`src/rtl/gray_decoder.sv`:
```
// Receive-side Gray-code decoder: converts sampled Gray counts to binary, checks
// that each accepted sample is a single forward step, and reports steps, wraps and faults.
module gray_decoder #(
    parameter int WIDTH = 3,
    parameter int ERRW  = 8
) (
    input  logic             Clk,
    input  logic             Reset,
    input  logic             Valid,
    input  logic [WIDTH-1:0] Gray_In,
    output logic [WIDTH-1:0] Binary,
    output logic             Step,
    output logic             Wrap,
    output logic             Step_Err,
    output logic             Overflow,
    output logic             Locked,
    output logic [ERRW-1:0]  Err_Count
);

    typedef enum logic [1:0] {
        ST_IDLE  = 2'd0,
        ST_TRACK = 2'd1,
        ST_FAULT = 2'd2
    } state_t;

    localparam logic [WIDTH-1:0] ONE_STEP = WIDTH'(1);

    function automatic logic [WIDTH-1:0] gray_to_bin(input logic [WIDTH-1:0] g);
        logic [WIDTH-1:0] b;
        b[WIDTH-1] = g[WIDTH-1];
        for (int i = WIDTH - 2; i >= 0; i--) begin
            b[i] = b[i+1] ^ g[i];
        end
        return b;
    endfunction

    state_t           state_r;
    logic [WIDTH-1:0] ref_r;
    logic [WIDTH-1:0] bin_s;
    logic [WIDTH-1:0] delta_s;
    logic             ref_max_s;
    logic             err_max_s;

    // Decode the incoming sample and measure its distance from the reference.
    always_comb begin
        bin_s     = gray_to_bin(Gray_In);
        delta_s   = bin_s - ref_r;
        ref_max_s = &ref_r;
        err_max_s = &Err_Count;
    end

    // Tracking state machine with all outputs registered; pulses default low each cycle.
    always_ff @(posedge Clk) begin
        if (!Reset) begin
            state_r   <= ST_IDLE;
            ref_r     <= {WIDTH{1'b0}};
            Binary    <= {WIDTH{1'b0}};
            Step      <= 1'b0;
            Wrap      <= 1'b0;
            Step_Err  <= 1'b0;
            Overflow  <= 1'b0;
            Locked    <= 1'b0;
            Err_Count <= {ERRW{1'b0}};
        end else begin
            Step     <= 1'b0;
            Wrap     <= 1'b0;
            Step_Err <= 1'b0;
            if (Valid) begin
                case (state_r)
                    ST_IDLE, ST_FAULT: begin
                        // Anchor / resynchronise: take the sample without checking it.
                        ref_r   <= bin_s;
                        Binary  <= bin_s;
                        state_r <= ST_TRACK;
                        Locked  <= 1'b1;
                    end
                    ST_TRACK: begin
                        if (delta_s == {WIDTH{1'b0}}) begin
                            state_r <= ST_TRACK;
                        end else if (delta_s == ONE_STEP) begin
                            ref_r  <= bin_s;
                            Binary <= bin_s;
                            Step   <= 1'b1;
                            if (ref_max_s) begin
                                Wrap     <= 1'b1;
                                Overflow <= 1'b1;
                            end else begin
                                Wrap <= 1'b0;
                            end
                        end else begin
                            // Reference is kept; the next sample re-anchors from FAULT.
                            Binary   <= bin_s;
                            Step_Err <= 1'b1;
                            state_r  <= ST_FAULT;
                            Locked   <= 1'b0;
                            if (!err_max_s) begin
                                Err_Count <= Err_Count + ERRW'(1);
                            end else begin
                                Err_Count <= Err_Count;
                            end
                        end
                    end
                    default: begin
                        state_r <= ST_IDLE;
                        Locked  <= 1'b0;
                    end
                endcase
            end else begin
                state_r <= state_r;
            end
        end
    end

endmodule

```
`config.mk`:
```
export PLATFORM = sky130hd
export DESIGN_NAME = gray_decoder
export DESIGN_NICKNAME = d
export VERILOG_FILES = /design/src/rtl/gray_decoder.sv
export SDC_FILE = /design/constraint.sdc
export NUM_CORES = 1
export LEC_CHECK = 0
export CORE_MARGIN = 8
export CORE_UTILIZATION = 48
export CTS_BUF_LIST = sky130_fd_sc_hd__clkbuf_4 sky130_fd_sc_hd__clkbuf_8 sky130_fd_sc_hd__clkbuf_16
export CTS_CLUSTER_DIAMETER = 80
export DETAILED_ROUTE_END_ITERATION = 10
export GPL_TIMING_DRIVEN = 0
export PLACE_DENSITY = 0.83
export SETUP_SLACK_MARGIN = 0.1
export SLEW_MARGIN = 20
export SYNTH_ARGS = -nofsm -noshare
export SYNTH_HDL_FRONTEND = slang
export SYNTH_SLANG_ARGS = --single-unit
```
`constraint.sdc`:
```
create_clock -name Clk -period 3 [get_ports Clk]
set_clock_uncertainty 0.15 [all_clocks]
set_input_delay 0.3 -clock Clk [delete_from_list [all_inputs] [get_ports Clk]]
set_output_delay 0.3 -clock Clk [all_outputs]
set_load 0.1 [all_outputs]
```
### Word level (Yosys, flattened, before mapping)

Index checks and enable logic that the tools add are counted.

* word-level logic and storage cells: 54
* output and inout port bits: 16
* input bits: 6
* register bits after elaboration: 21

* bitwise gates (word level): 8
* equal/unequal tests: 7
* add/subtract/negate cells: 2
* reductions and logical operators: 14
* multiplexer cells: 14

Operator list (number)
* case mux 3 bit (2 select lines): 2
* 2-to-1 mux 3 bit: 3
* AND reduction 3 bit: 3
* adder 8 x 1 -> 8 bit, second input constant: 1
* AND reduction 8 bit: 1
* AND reduction 7 bit: 1
* != test 2 bit, second input constant: 3
* NOT 1 bit: 6
* 2-to-1 mux 1 bit: 5
* AND reduction 5 bit: 1
* OR reduction 5 bit: 1
* 2-to-1 mux 2 bit: 2
* case mux 2 bit (2 select lines): 1
* AND reduction 4 bit: 1
* OR reduction 4 bit: 1
* equality test 3 x 1 -> 1 bit, second input constant: 1
* zero test 3 bit: 1
* != test 3 bit, second input constant: 1
* subtractor 3 bit: 1
* equality test 2 x 1 -> 1 bit, second input constant: 1
* equality test 2 bit, second input constant: 1
* zero test 2 bit: 1
* case mux 1 bit (2 select lines): 1
* AND reduction 2 bit: 1
* 3 further kinds: 4

### Logic depth before layout (Yosys ltp)

* depth in word-level cells: 7
* mapped depth: 10

### Worst setup path after synthesis

OpenSTA, ideal clock, no wires.

* path kind: input to register
* from: in Gray_In[2]
* to: reg Err_Count[5]
* setup slack: 388 ps
* required time: 2778 ps
* arrival: 2390 ps
* stages: 10
* cells stage by stage: xor2_1 -> xnor2_1 -> ha_1 -> inv_1 -> fa_1 -> xnor3_2 -> o2111ai_2 -> buf_4 -> nor4_2 -> mux2i_1

* longest elaborated chain between the ends: 6

Ends and longest elaborated chain
* start: declaration: line 10 `input logic [WIDTH-1:0] Gray_In,`
* bitwise XOR 1 bit (2 in series): line 32 `b[i] = b[i+1] ^ g[i];`
* subtractor 3 bit (*): line 47 `delta_s = bin_s - ref_r;`
* equality test 3 x 1 -> 1 bit / zero test 3 bit (equally long branches): line 80, 78
* NOT 1 bit (no line)
* AND reduction 5 bit (no line) (*)
* end signal: assignment: line 63 `Err_Count <= {ERRW{1'b0}};`
* end signal: assignment: line 97 `Err_Count <= Err_Count + ERRW'(1);`
* end signal: assignment: line 99 `Err_Count <= Err_Count;`
* end: declaration: line 17 `output logic [ERRW-1:0] Err_Count`

Mark *: on every way between the ends. The rest lies on a longest branch, timed or not.
A chain may end at the register's enable or synchronous reset.

### Worst setup path in the final report

* from: in Gray_In[1]
* to: reg Err_Count[3]

* longest elaborated chain between the ends: 6

Ends and longest elaborated chain
* bitwise XOR 1 bit (*): line 32
* net bin_s[1]: line 39 `logic [WIDTH-1:0] bin_s;`
* bitwise XOR 1 bit: line 32
* subtractor 3 bit (*): line 47
* equality test 3 x 1 -> 1 bit / zero test 3 bit (equally long branches): line 80, 78
* NOT 1 bit (no line)
* AND reduction 5 bit (no line) (*)

Mark *: on every way through the listed nets, which the timed path passes. The rest lies on a longest branch.

==> summary.txt <==
Synth
  • Ys flop type: dfxtp_1
  • Synth unique cells: 35
  • Synth Instances: 103
  • Mean post-synth cell area: about 9.4 um2
  • Top post-synthesis cells by area: dfxtp_1 (43%), mux2i_1 (5.2%), nand2_1 (4.6%)
  • Count leader, synth: dfxtp_1
  • Mapped cell area: 969.7 um2
  • Seq cells post-synth: 21
  • Yosys warnings: 0
  • Post-synth top cells: dfxtp_1 (21), nand2_1 (12), a21oi_1 (8), nand3_1 (7), o21ai_0 (7)
  • Sequential fraction of the synthesis area: 0.4335
  • Synth top area share: 0.4335
  • FFs w/ async S/R, synth: 0
  • Syn Nets: roughly 110
  • Area leader, netlist: dfxtp_1
  • Post-synth EDFFs: 0

Critical path
  • CP Launch Point: Gray_In[1]
  • CP Launch Type: primary input
  • Crit path DAT: 2.90 ns
  • R2R cell count: 6
  • Crit Reg-Reg Endpoint: Err_Count[3]$_SDFFE_PN0P_
  • Worst-path fanout max: 7
  • CP endpoint kind: flip-flop
  • CP required: 3.09 ns
  • Worst R2R Setup Slack: approximately 0.69 ns
  • Setup crit end: Err_Count[3]$_SDFFE_PN0P_
  • Worst R2R Start: ref_r[0]$_SDFFE_PN0P_
  • CP Class: in -> reg

Job
  • Number of max-cap violations: 0

Clock tree
  • CTS tree: yes
  • Num CTS Buffers: 3
  • Clk buf depth: 2
  • Num Clock Sinks: 21
  • Cts-stage hold buffer count: 0
  • Worst skew pair latency: 0.31 ns
  • H-tree Lvls: 1
  • Clock root cell: clkbuf_4
  • Reg clk slew, reported paths: between 0.1 and 0.15 ns

Global routing
  • First-pass GRT wire length: 3.512 mm
  • Initial antenna violation count: 0
  • Pin count of the biggest net entering global routing: 13
  • Total gr overflow: 0
  • Vias in the first global route: between 800 and 900
  • Tot GR Track Use: 0.1240

Layout
  • Post-synthesis to final-layout area growth: 33.94%
  • ANT cells: 0
  • Util after Layout: 0.6688
  • Layout Cells excl Fill: 158
  • Final #Nets: 141
  • Fillers: 171
  • Share of layout cells above drive strength 1: 0.1298

Detailed routing
  • Wire per inst: 14.23 um
  • Final ANT Viol Nets: 0
  • DR pass1 iterations: 4
  • Drt via density: 5.424
  • Post-route DRC violation count: 0
  • Vias: 857
  • Initial DRC Count: 21
  • WL final: around 2.2 mm

Power and ir drop
  • Worst VDD drop: ~290 uV
  • Leakage: 0.4662 nW
  • P per Cell Area: 464.2 nW/um2

Floorplanning
  • IO Pins: 22
  • Initial Util: 0.4994
  • Die Ht: 60.95 um
  • Die width: around 61 um
  • Core area: 1942 um2
  • Die area: approximately 3700 um2
  • # rows: 16

STA
  • Final Hold Fails: 0
  • Slew @ Worst Pin: 1.012 ns
  • Pins Over Slew Limit: 0
  • Setup_tns: 0 ns
  • RSZ-0062 raised after global routing: no
  • Post-layout min period: 2.814 ns
  • Max-slew headroom: 0.3232
  • Crit share post-route: 0.9380
  • Final setup violation count: 0
  • FMAX: 0.3554 GHz

Run status
  • Status: finished clean

Placed design
  • Final HPWL from detailed placement: between 1.5 and 2 mm
  • Placer Congestion: about 0.78
  • IO Port Bufs: 21
  • Cells after DPL: between 150 and 200

Worst hold path
  • Hold Crit Class: in -> reg
## through the flow
step           power (mW)  instance area, um2  hold slack [ns]  setup WS [ns]
2_1_floorplan      0.4133               969.7           0.2970         0.3876
3_3_place_gp       0.4465                1214           0.2829        -0.3431
3_5_place_dp       0.4513                1214           0.2951        -0.4198
4_1_cts            0.5983                1275           0.3230         0.1139
5_1_grt            0.6235                1299           0.2224        0.07747
6_report           0.6028                1299           0.2002         0.1859
## final cells by class
type                            instances  area (um2)  share of cell area
Multi-Input combinational cell         76       551.8              0.4249
Sequential cell                        21       420.4              0.3237
Timing Repair Buffer                   24       235.2              0.1811
Tap cell                               27       33.78             0.02601
Clock buffer                            3       22.52             0.01734
Buffer                                  2       15.01             0.01156
Inverter                                4       15.01             0.01156
Clock inverter                          1       5.005            0.003854
## critical path: stages
cell             delay [ns]
clkdlybuf4s50_1        0.50
xor2_2                 0.21
xnor2_2                0.15
ha_1                   0.17
inv_1                  0.05
fa_2                   0.61
o2111ai_4              0.20
or4_1                  0.54
a21oi_1                0.17
## how the worst min path moves through the flow
stage	start	to	slack, ns	cells past startpoint
3_5_place_dp	Overflow$_SDFFE_PN0P_	Overflow$_SDFFE_PN0P_	0.30	1
4_1_cts	Overflow$_SDFFE_PN0P_	Overflow$_SDFFE_PN0P_	0.32	1
2_1_floorplan	ref_r[1]$_SDFFE_PN0P_	ref_r[1]$_SDFFE_PN0P_	0.30	2
3_3_place_gp	Overflow$_SDFFE_PN0P_	Overflow$_SDFFE_PN0P_	0.28	1
5_1_grt	Gray_In[2]	ref_r[2]$_SDFFE_PN0P_	0.22	3
6_report	Gray_In[2]	ref_r[2]$_SDFFE_PN0P_	0.20	3
## report_power, final
group / switching, mW / internal, mW
clock: 0.0866 / 0.0499
combinational: 0.105 / 0.0595
sequential: 0.0107 / 0.291
## state kept, by name, summed over array words and instances, names as in the netlist
name       cells
state_r        2
Step_Err       1
Step           1
Binary         3
Err_Count      8
Overflow       1
Locked         1
Wrap           1
ref_r          3
## placed cells by master (no fill, tap or decap), types with 2 or more instances in the layout
cell / netlist / final
a21oi_1: 8 / 8
buf_4: 1 / 3
clkbuf_4: 0 / 3
clkdlybuf4s50_1: 0 / 20
dfxtp_1: 21 / 21
ha_1: 2 / 2
inv_1: 3 / 3
mux2i_1: 5 / 5
nand2_1: 12 / 12
nand2b_1: 4 / 4
nand3_1: 7 / 7
nor2_1: 4 / 4
nor4_1: 2 / 2
o21ai_0: 7 / 7
o31ai_1: 3 / 3
or3_1: 2 / 2
or4_1: 2 / 2
## kinds of logic after synthesis
group / count (synthesis) / synth area share
flops: 21 / 0.4335
simple gates: 41 / 0.2310
compound gates: 24 / 0.1677
mux: 5 / 0.05161
buf+inv: 6 / 0.02709
xor+xnor: 3 / 0.04258
fa+ha+maj: 3 / 0.04645
## layer usage
metal	part of all wire	global-route usage
met5	0	0
met4	0.012	0.02990
met3	0.045	0.02542
met2	0.49	0.2157
met1	0.45	0.1507
## what timing repair did
| item | in CTS | in global routing |
|---|---|---|
| endpoints found under the setup margin | 8 | 11 |
| pin swaps | 1 | 1 |
| endpoints found under the hold margin | 0 | 0 |
| buffers inserted | 2 | 1 |
| resized for setup | 2 | 4 |
Power figures use the tool's default switching activity.
==> edit 1: new RTL, same flow settings <==
Register the output `Overflow` once more, without a reset; this adds one clock of latency there. The other outputs are not delayed to match.
--- a/src/rtl/gray_decoder.sv
+++ b/src/rtl/gray_decoder.sv
@@ -25,4 +25,6 @@
 
     localparam logic [WIDTH-1:0] ONE_STEP = WIDTH'(1);
+
+    logic Overflow_s0;
 
     function automatic logic [WIDTH-1:0] gray_to_bin(input logic [WIDTH-1:0] g);
@@ -59,5 +61,5 @@
             Wrap      <= 1'b0;
             Step_Err  <= 1'b0;
-            Overflow  <= 1'b0;
+            Overflow_s0 <= 1'b0;
             Locked    <= 1'b0;
             Err_Count <= {ERRW{1'b0}};
@@ -84,5 +86,5 @@
                             if (ref_max_s) begin
                                 Wrap     <= 1'b1;
-                                Overflow <= 1'b1;
+                                Overflow_s0 <= 1'b1;
                             end else begin
                                 Wrap <= 1'b0;
@@ -112,4 +114,8 @@
     end
 
+    always_ff @(posedge Clk) begin
+        Overflow <= Overflow_s0;
+    end
+
 endmodule
 
Behaviour: not the same (Yosys sat finds a counterexample within 4 cycles, from zero or initial values and one cycle with Reset low).
==> edit 1 against the unedited design <==
Sequential cell count grew 1. Cell area grew 2.4%. Die area grew 2.5%. Total power grew 23%. Routed wire length grew 2.1%. Worst setup slack gained 33 ps. Synthesized cell count shrank 1.9%. Area after synthesis grew 3.4%. Largest power group unchanged. Highest routed layer unchanged.
==> edit 1: results (changes against the unedited design) <==
Least-Margin Pin Slew=984 ps (-28.2 ps); top cells by count, synth=dfxtp_1 (22), nand2_1 (12), a21oi_1 (7); Peak VDD IR=0.456 mV (+58%); type of the worst min-delay path=in -> reg; status=complete, no violations; routed len/inst=14.9 um (+4.7%); largest net degree at the start of global routing=14 (+1); cell count after placement=149 (-1.3%); Synth cell types=39 (+11%); Worst-path clk slew=130 ps (+20 ps); biggest regs=Err_Count (8), Binary (3), ref_r (3); global-route wire length before repair=3.57 mm (+1.8%); Clk Latency, worst-skew pair=320 ps; critical path arrival=2890 ps (about the same); asr flop ratio synth=0% (unchanged); vias in the first global route=827 (+2.4%); total routed wirelength=2.30 mm (+2.1%); RePlAce Congestion=0.810 (+3.5%); detailed-route via count=871 (+1.6%); sw power=0.000237 W (+17%); Starting Density=51.1% (+1.1 points); dpl cell area=0.00125 mm2 (+2.7%); layout cells sized above 1=10.2% (-2.7 points); Lkg Pwr=0.499 nW (+7.1%); register area share after synthesis=43.9% (+0.59 points); filler instances=162 (-5.3%); total CTS buffers=3 (unchanged); HPWL Detailed=1.60 mm (-1.9%); Mapped Nets=110 (-1.8%); critical path peak fanout=10 (+3); Ys Warns=0 (unchanged); ranking of synthesized cells by area=dfxtp_1 (44%), mux2i_1 (6.0%), nand2_1 (4.5%); DR pass1 iterations=4 (unchanged); clock tree buffer depth=2 (unchanged); Root Driver=clkbuf_4; GRT Total Usage=12.5% (+0.076 points); Post-Syn Instances=101 (-1.9%); most used flip-flop cell after synthesis=dfxtp_1; DRT iter0 DRCs=21 (unchanged); NumNets Final=137 (-2.8%)
edit 1: metrics by stage:
step	worst slack (ps)	utilization [%]
floorplan	503	-
global placement	-175	63.5
detailed placement	-237	63.5
CTS	147	66.6
global route	126	67.8
finish	219	67.8
edit 1: cell type report:
class | count | area share, %
repair buffers | 22 | 16.6
flip-flops and latches | 22 | 33.1
inverters | 4 | 1.13
clock inverters | 1 | 2.26
clock buffers | 3 | 1.69
multi-input cells | 73 | 41.6
well taps | 27 | 2.54
plain buffers | 2 | 1.13
edit 1: critical path, cell delays in order:
cell and delay, ps:
clkdlybuf4s50_1 510, xor2_2 210, xnor2_1 180, ha_1 190, inv_1 50, fa_1 370, xnor3_2 320, o21ai_2 90
buf_6 140, or4_1 390, a21oi_1 140
edit 1: worst paths after layout:
path | start | to | slack [ps] | cells past startpoint
setup / recovery | Gray_In[1] | Err_Count[6] | 220 | 11
hold / removal | Gray_In[2] | Binary[2] | 200 | 3
setup reg to reg | ref_r[0] | Err_Count[6] | 730 | 8
hold reg to reg | Overflow_s0 | Overflow | 210 | 0
edit 1: power by group through the flow:
stage / clock, W / combinational, W / sequential (W)
after floorplan: 0 / 0.0000787 / 0.000378
after global placement: 0 / 0.000170 / 0.000324
after detailed placement: 0 / 0.000174 / 0.000324
after CTS: 0.000234 / 0.000177 / 0.000318
after global routing: 0.000248 / 0.000197 / 0.000321
final: 0.000235 / 0.000187 / 0.000318
edit 1: kinds of logic after synthesis:
| kind of cell | synth area share, % |
|---|---|
| xor gates and xnor gates | 4.12 |
| buffers and inverters | 3.00 |
| adders and majority gates | 4.49 |
| muxes | 5.99 |
| and+or+nand+nor | 20.4 |
| DFF | 43.9 |
| AOI/OAI and AO/OA | 18.1 |
edit 1: layer usage:
metal  vias up  share of wire [%]  global-route usage (%)  wire length, um
met3         5                5.5                    2.88              126
met5         -                  0                       0                0
met2        27                 49                    20.4             1130
met4         0                1.7                    7.47               39
met1       414                 43                    14.5              996
li1        425                  -                       -                -
edit 1: what timing repair did:
| item | CTS | global route |
|---|---|---|
| pin swaps | 0 | 2 |
| gates resized for setup | 1 | 3 |
| setup endpoints to repair | 2 | 10 |
| endpoints found under the hold margin | 0 | 0 |
| setup buffers | 0 | 1 |
==> edit 2: new RTL, config.mk and constraints unchanged <==
Made on the original files. Change the parameter `ERRW` from 8 to 10.
--- a/src/rtl/gray_decoder.sv
+++ b/src/rtl/gray_decoder.sv
@@ -3,5 +3,5 @@
 module gray_decoder #(
     parameter int WIDTH = 3,
-    parameter int ERRW  = 8
+    parameter int ERRW  = 10
 ) (
     input  logic             Clk,
Ports: changed (resized Err_Count); port bits go from 22 to 24. No check against the original RTL was run, so the function may have changed too.
==> edit 2 against the unedited design <==
Core utilization down 1.4 points. Final cell count up 11%. Area after synthesis up 18%. Synthesized cell count up 17%. Fmax up 1.7%. Critical endpoint is now Err_Count[4]. Worst setup slack better by 47 ps. Sequential cell count up 2. Total power up 12%. Largest power group unchanged. Routed wire length up 16%. Critical path type unchanged. Sequential share of layout area down 0.89 points. Cell area up 13%. Die area up 13%. Clock power up 12%.
==> edit 2: results (changes against the unedited design) <==
status=complete, no violations; Mapped Nets=129 (+15%); register area share after synthesis=40.2% (-3.2 points); global-route wire length before repair=4.50 mm (+28%); routed len/inst=14.9 um (+4.5%); register area=460 um2 (+9.5%); type of the worst min-delay path=reg -> reg; cell count after placement=171 (+13%); ranking of synthesized cells by area=dfxtp_1 (40%), mux2i_1 (8.7%), nand2_1 (6.9%); Setup WS pre-CTS=-317 ps (+103 ps); proportion of cell area spent on the clock network=2.05% (-0.066 points); GRT Total Usage=13.0% (+0.58 points); Critical R2R Capture=Err_Count[4]; # Taps=28 (+3.7%); top cells by count, synth=dfxtp_1 (23), nand2_1 (21), mux2i_1 (10); P_int=0.000446 W (+11%); detailed-route via count=993 (+16%); dpl cell area=0.00141 mm2 (+16%); r2r setup slk=770 ps (+80 ps); Final WS setup=233 ps (+47.1 ps); mux share of post-synthesis cell area=8.73% (+3.6 points); Least-Margin Pin Slew=983 ps (-29.3 ps); Avg Vias per Cell=5.64 (+4.0%); RePlAce Congestion=0.807 (+3.1%); final hold slack=317 ps (+116 ps); GRT met1 Usage=14.5% (-0.60 points); GR Util met2=22.2% (+0.67 points); critical path arrival=2870 ps (-30 ps); Register-to-Register Path Depth=7 (+1); Non-clock buffering overhead=17.5% (-1.8 points); CP startpoint=Gray_In[2]; filler instances=190 (+11%); Lkg Pwr=0.509 nW (+9.2%); metal3 WL=154 um (+51%); DR pass1 iterations=5 (+1); multi-input logic portion of the cell area=45.6% (+3.1 points); design area=0.00146 mm2 (+13%); critical path peak fanout=9 (+2); Mapped Avg Cell Area=9.55 um2 (+1.4%); GR met3 Demand/Resource=2.58% (+0.035 points); layout cells sized above 1=10.8% (-2.2 points); CLK BUF=4 (+1)
==> edit 2: power groups by stage <==
| stage | logic, W | registers (W) | clock network, W |
|---|---|---|---|
| detailed placement | 0.000189 | 0.000339 | 0 |
| global route | 0.000206 | 0.000335 | 0.000170 |
| floorplan | 0.0000939 | 0.000393 | 0 |
| CTS | 0.000193 | 0.000332 | 0.000156 |
| finish | 0.000193 | 0.000332 | 0.000152 |
| global placement | 0.000186 | 0.000338 | 0 |
==> edit 2: critical path: stages <==
cell	delay (ps)
clkdlybuf4s50_1	540
xor2_2	190
xnor2_1	170
ha_1	190
inv_1	50
fa_1	370
xnor3_1	280
o21bai_4	110
or4_1	510
a21oi_1	150
==> edit 2: timing repair <==
item	4_1_cts	5_1_grt
buffers inserted	1	0
pin swaps	1	0
setup endpoints to repair	3	2
hold endpoints to repair	0	0
resized for setup	1	2
